===== src/rtl/dmem_arbiter.sv =====
// rtl/dmem_arbiter.sv - data-memory arbiter between the CPU MEM stage and a DMA loader
// Wait-count aging lets a starved DMA win; locked DMA bursts own the memory for up to MAX_BURST beats.
module dmem_arbiter #(
  parameter int DMEM_ADDR_WIDTH = 10,
  parameter int REG_WIDTH       = 32,
  parameter int MAX_WAIT        = 4,
  parameter int MAX_BURST       = 8
) (
  input  logic                       clk,
  input  logic                       reset,
  input  logic                       cpu_req,
  input  logic                       cpu_we,
  input  logic [DMEM_ADDR_WIDTH-1:0] cpu_addr,
  input  logic [REG_WIDTH-1:0]       cpu_wdata,
  output logic                       cpu_stall,
  output logic [REG_WIDTH-1:0]       cpu_rdata,
  output logic                       cpu_rvalid,
  input  logic                       dma_req,
  input  logic                       dma_we,
  input  logic                       dma_lock,
  input  logic [DMEM_ADDR_WIDTH-1:0] dma_addr,
  input  logic [REG_WIDTH-1:0]       dma_wdata,
  output logic                       dma_gnt,
  output logic [REG_WIDTH-1:0]       dma_rdata,
  output logic                       dma_rvalid,
  output logic [DMEM_ADDR_WIDTH-1:0] mem_addr,
  output logic [REG_WIDTH-1:0]       mem_din,
  output logic                       mem_read,
  output logic                       mem_write,
  input  logic [REG_WIDTH-1:0]       mem_dout
);

  localparam int WAIT_W = (MAX_WAIT < 1) ? 1 : $clog2(MAX_WAIT + 1);
  localparam int BEAT_W = (MAX_BURST < 1) ? 1 : $clog2(MAX_BURST + 1);
  localparam logic [WAIT_W-1:0] WAIT_MAX  = WAIT_W'(MAX_WAIT);
  localparam logic [BEAT_W-1:0] BURST_MAX = BEAT_W'(MAX_BURST);

  typedef enum logic [1:0] {
    IDLE      = 2'd0,
    CPU_OWN   = 2'd1,
    DMA_OWN   = 2'd2,
    DMA_BURST = 2'd3
  } state_t;

  state_t              state;
  state_t              state_next;
  state_t              open_arb;
  logic [WAIT_W-1:0]   wait_cnt;
  logic [WAIT_W-1:0]   wait_next;
  logic [WAIT_W-1:0]   wait_eff;
  logic [BEAT_W-1:0]   beat_cnt;
  logic [BEAT_W-1:0]   beat_next;
  logic                burst_hold;
  logic                dma_wins;
  logic                cpu_grant;
  logic                dma_grant;
  logic                tag_cpu;
  logic                tag_dma;
  logic [REG_WIDTH-1:0] cpu_rdata_q;
  logic [REG_WIDTH-1:0] dma_rdata_q;

  // Arbitration and grants; leaving a burst arbitrates as if the DMA had not waited.
  always_comb begin
    burst_hold = (state == DMA_BURST) && dma_req && dma_lock && (beat_cnt < BURST_MAX);
    wait_eff   = (state == DMA_BURST) ? '0 : wait_cnt;
    dma_wins   = dma_req && (!cpu_req || (wait_eff == WAIT_MAX));
    cpu_grant  = 1'b0;
    dma_grant  = 1'b0;
    if (!reset) begin
      if (burst_hold) begin
        dma_grant = 1'b1;
      end else begin
        dma_grant = dma_wins;
        cpu_grant = cpu_req && !dma_wins;
      end
    end
  end

  // Next state, burst beat count and DMA aging counter.
  always_comb begin
    state_next = IDLE;
    beat_next  = '0;
    wait_next  = wait_cnt;
    open_arb   = cpu_req ? CPU_OWN : (dma_req ? DMA_OWN : IDLE);

    if (burst_hold) begin
      beat_next  = beat_cnt + BEAT_W'(1);
      state_next = (beat_next == BURST_MAX) ? open_arb : DMA_BURST;
    end else if (dma_grant && dma_lock) begin
      beat_next  = BEAT_W'(1);
      state_next = (beat_next == BURST_MAX) ? open_arb : DMA_BURST;
    end else if (cpu_grant) begin
      state_next = CPU_OWN;
    end else if (dma_grant) begin
      state_next = DMA_OWN;
    end

    if (dma_grant) begin
      wait_next = '0;
    end else if (dma_req && (wait_cnt < WAIT_MAX)) begin
      wait_next = wait_cnt + WAIT_W'(1);
    end
  end

  always_comb begin
    mem_addr  = dma_grant ? dma_addr  : cpu_addr;
    mem_din   = dma_grant ? dma_wdata : cpu_wdata;
    mem_read  = (cpu_grant && !cpu_we) || (dma_grant && !dma_we);
    mem_write = (cpu_grant && cpu_we)  || (dma_grant && dma_we);
    cpu_stall = cpu_req && !cpu_grant && !reset;
    dma_gnt   = dma_grant;
  end

  // Read data comes straight from the memory in the return cycle; the held copy covers idle cycles.
  always_comb begin
    cpu_rvalid = tag_cpu && !reset;
    dma_rvalid = tag_dma && !reset;
    cpu_rdata  = cpu_rvalid ? mem_dout : cpu_rdata_q;
    dma_rdata  = dma_rvalid ? mem_dout : dma_rdata_q;
  end

  always_ff @(posedge clk) begin
    if (reset) begin
      state       <= IDLE;
      wait_cnt    <= '0;
      beat_cnt    <= '0;
      tag_cpu     <= 1'b0;
      tag_dma     <= 1'b0;
      cpu_rdata_q <= '0;
      dma_rdata_q <= '0;
    end else begin
      state    <= state_next;
      wait_cnt <= wait_next;
      beat_cnt <= beat_next;
      tag_cpu  <= cpu_grant && !cpu_we;
      tag_dma  <= dma_grant && !dma_we;
      if (cpu_rvalid) begin
        cpu_rdata_q <= mem_dout;
      end
      if (dma_rvalid) begin
        dma_rdata_q <= mem_dout;
      end
    end
  end

endmodule


===== config.mk =====
export PLATFORM = sky130hd
export DESIGN_NAME = dmem_arbiter
export DESIGN_NICKNAME = d
export VERILOG_FILES = /design/src/rtl/dmem_arbiter.sv
export SDC_FILE = /design/constraint.sdc
export NUM_CORES = 1
export LEC_CHECK = 0
export CAP_MARGIN = 10
export CORE_AREA = 2 2 100 102
export CTS_CLUSTER_SIZE = 16
export DETAILED_ROUTE_END_ITERATION = 12
export DIE_AREA = 0 0 102 104
export PLACE_DENSITY_LB_ADDON = 0.3
export SLEW_MARGIN = 40
export SYNTH_ARGS = -nofsm -noshare
export SYNTH_HDL_FRONTEND = slang
export SYNTH_SLANG_ARGS = --single-unit

===== constraint.sdc =====
create_clock -name clk -period 5.35 [get_ports clk]
set_input_delay 1.07 -clock clk [delete_from_list [all_inputs] [get_ports clk]]
set_output_delay 1.07 -clock clk [all_outputs]
set_load 0.02 [all_outputs]

==> impl_metrics.env <==
export IMPL_status="finished, final reports clean"
export IMPL_crit_path_start_kind="primary input"
export IMPL_boundaryPins=235
export IMPL_grt_pass1_vias=3374
export IMPL_finalHoldWorstSlack_ns=0.541
export IMPL_cts_tree="yes"
export IMPL_rrSetupSlack_ns=3.45
export IMPL_clkSlewWorstSetupHoldPaths_ns=0.08
export IMPL_routed_wl_um=10800
export IMPL_nNetsFinal=667
export IMPL_path_common_cell="clkdlybuf4s50_1"
export IMPL_cap_violations=0
export IMPL_netlist_area_leader_share_pct=41.7
export IMPL_ys_seq_elements=75
export IMPL_clock_path_buffers=2
export IMPL_numCtsBuffers=9
export IMPL_via_count=3130
export IMPL_min_path_type="reg2reg"
export IMPL_syn_nets=438
export IMPL_tightest_slew_ns=0.696
export IMPL_worstSetupEndpointType="output port"
export IMPL_reg2reg_depth=6
export IMPL_arrival_ns=3.64
export IMPL_grt_usage_pct=20.2
export IMPL_rows=36
export IMPL_cp_slowest_cell="clkdlybuf4s50_1"
export IMPL_p_leak_uw=0.00256
export IMPL_worstPathCellList="clkdlybuf4s50_1 > inv_1 > o21ai_1 > a21o_2 > buf_12 > mux2_2 > clkdlybuf4s50_1"
export IMPL_cp_required_ns=4.28
export IMPL_n_antenna_cell=0
export IMPL_synth_cell_types=32
export IMPL_worstReg2RegEnd="beat_cnt[0]"
export IMPL_yosys_area_top_type="dfxtp_1"
export IMPL_timing_final_hold_violations=0
export IMPL_grt_pass1_wl_um=16700
export IMPL_rr_startpoint="beat_cnt[3]"
export IMPL_async_flop_share_pct=0
export IMPL_min_period_over_period_pct=88.0
export IMPL_port_buffer_count=234
export IMPL_insertion_delay_ns=0.34
export IMPL_power_density_nw_per_um2=210
export IMPL_die_w_um=102
export IMPL_fmax_mhz=212
export IMPL_syn_avg_cell_area_um2=11.5
export IMPL_synth_area_leaders="dfxtp_1, mux2_2, nor2b_1, mux2_4, buf_2"
export IMPL_cp_num_buf_inv=4
export IMPL_wl_per_cell_um=15.9
export IMPL_postCtsSetupRepairBufs=0
export IMPL_vias_per_cell=4.61
export IMPL_critical_path_class="in2out"
export IMPL_fin_crit_ns=4.71
export IMPL_die_area_um2=10600
export IMPL_coreArea_um2=9550
export IMPL_drive_gt1_share_pct=23.8
export IMPL_finalSetupTns_ns=0
export IMPL_ant_nets=0
export IMPL_numClockSinks=75
export IMPL_antenna_found_initial=0
export IMPL_worstHoldPathCells=2
export IMPL_die_h_um=104
export IMPL_hpwl_um=8560
export IMPL_min_from="wait_cnt[1]"
export IMPL_drcViolationCount=0
export IMPL_synth_common_cells="mux2_2, dfxtp_1, nor2b_1, mux2_4, buf_2"
export IMPL_area_growth_pct=73.6
export IMPL_ctsHoldBuffers=0
export IMPL_cp_slowest_stage_delay_ns=0.56
export IMPL_worst_path_max_fanout=31
export IMPL_synth_flop_cell="dfxtp_1"
export IMPL_htreeDepth=3
export IMPL_path_delay_family="buffers and inverters"
export IMPL_maxSlewHeadroom_pct=53.5
export IMPL_hold_path_end="wait_cnt[1]"
export IMPL_overflow=0
export IMPL_yosysMostFrequentCell="mux2_2"
export IMPL_setup_viol=0
export IMPL_drv_slew=0
export IMPL_rsz0062_at_grt="no"
export IMPL_drt_iter0_drc=64
export IMPL_clock_tree_root_cell="clkbuf_8"
export IMPL_initial_core_util_pct=37.7
export IMPL_skew_ns=0.0128
export IMPL_syn_area_um2=3600
export IMPL_yosysWarningCount=0
export IMPL_synth_seq_area_share_pct=41.7
export IMPL_irDropWorstVdd_mv=0.124
export IMPL_grt_start_max_net_pins=39
export IMPL_synthCells=312
export IMPL_gp_congestion=0.794
export IMPL_synth_edf_count=0
export IMPL_firstDrtPassIters=4
export IMPL_ctsResizeCount=0
-- placed cells by master, fill, tap and decap left out, drive strengths merged --
master	instances
a21o	1
inv	5
and3	1
clkbuf	10
a21oi	2
o32ai	1
nand2	4
clkinv	2
nor2	6
nand3	2
nor2b	67
xnor2	2
o21ai	2
nor3	4
nand3b	1
mux2	106
clkdlybuf4s50	233
nand4	1
buf	6
clkinvlp	1
o2bb2ai	1
or3	1
and4b	1
nor4	1
nand2b	1
and4	1
dfxtp	75
ha	3
a311oi	1
xor2	1
mux2i	1
nor3b	1
bufinv	1
-- state kept, by name (all words and copies together), names as in the netlist --
| name | cells |
|---|---|
| cpu_rdata_q | 32 |
| dma_rdata_q | 32 |
| beat_cnt | 4 |
| wait_cnt | 3 |
| state | 2 |
| tag_cpu | 1 |
| tag_dma | 1 |
-- per-layer routing --
layer	vias up	track usage (%)	share of wire (%)	routed length [um]
li1	1524	-	-	-
met1	1445	19.7	36	3900
met2	142	37.9	53	5660
met3	19	6.38	8.1	875
met4	0	8.48	3.1	337
met5	-	0	0	0
-- worst min-delay path, stage by stage, from the launching register on --
cell and delay (ns):
dfxtp_1 0.36, mux2i_1 0.08, nor2_1 0.07
-- power breakdown --
group	total [uW]	switching (uW)	internal, uW	leakage [uW]
Combinational	310	121	190	0.00185
Clock	435	214	221	0.0000975
Sequential	571	3.32	568	0.000606
-- kinds of logic after synthesis --
family                     Yosys count  synth area share (%)
muxes                              107                  36.0
and+or+nand+nor                     92                  15.3
DFF                                 75                  41.7
buffers and inverters               24                  3.68
AOI/OAI and AO/OA                    8                  1.49
xor gates and xnor gates             3                 0.730
adders and majority gates            3                  1.04
-- layout make-up --
type,instances,area [um2]
inverters,3,11.3
repair buffers,239,2390
fillers,758,3300
clock buffers,10,128
clock inverters,6,72.6
flip-flops and latches,75,1500
multi-input cells,213,1980
well taps,133,166
-- stage by stage --
| stage | power (uW) | instances | util, % | setup slack, ns | area [um2] |
|---|---|---|---|---|---|
| after global routing | 1370 | 679 | 65.4 | 0.496 | 6250 |
| after floorplan | 716 | 312 | - | 2.02 | 3600 |
| after global placement | 891 | 663 | 63.3 | 0.750 | 6040 |
| after CTS | 1340 | 679 | 65.4 | 0.645 | 6250 |
| final | 1320 | 679 | 65.4 | 0.643 | 6250 |
| after detailed placement | 895 | 663 | 63.4 | 0.652 | 6050 |
-- worst max-delay path by stage --
stage | startpoint | to | cells after the start
2_1_floorplan | reset | mem_read | 4
5_1_grt | cpu_req | mem_addr[8] | 7
3_5_place_dp | cpu_req | mem_din[3] | 7
3_3_place_gp | cpu_req | mem_din[3] | 7
6_report | cpu_req | mem_din[3] | 7
4_1_cts | cpu_req | mem_din[3] | 7
Power figures use the tool's default switching activity.
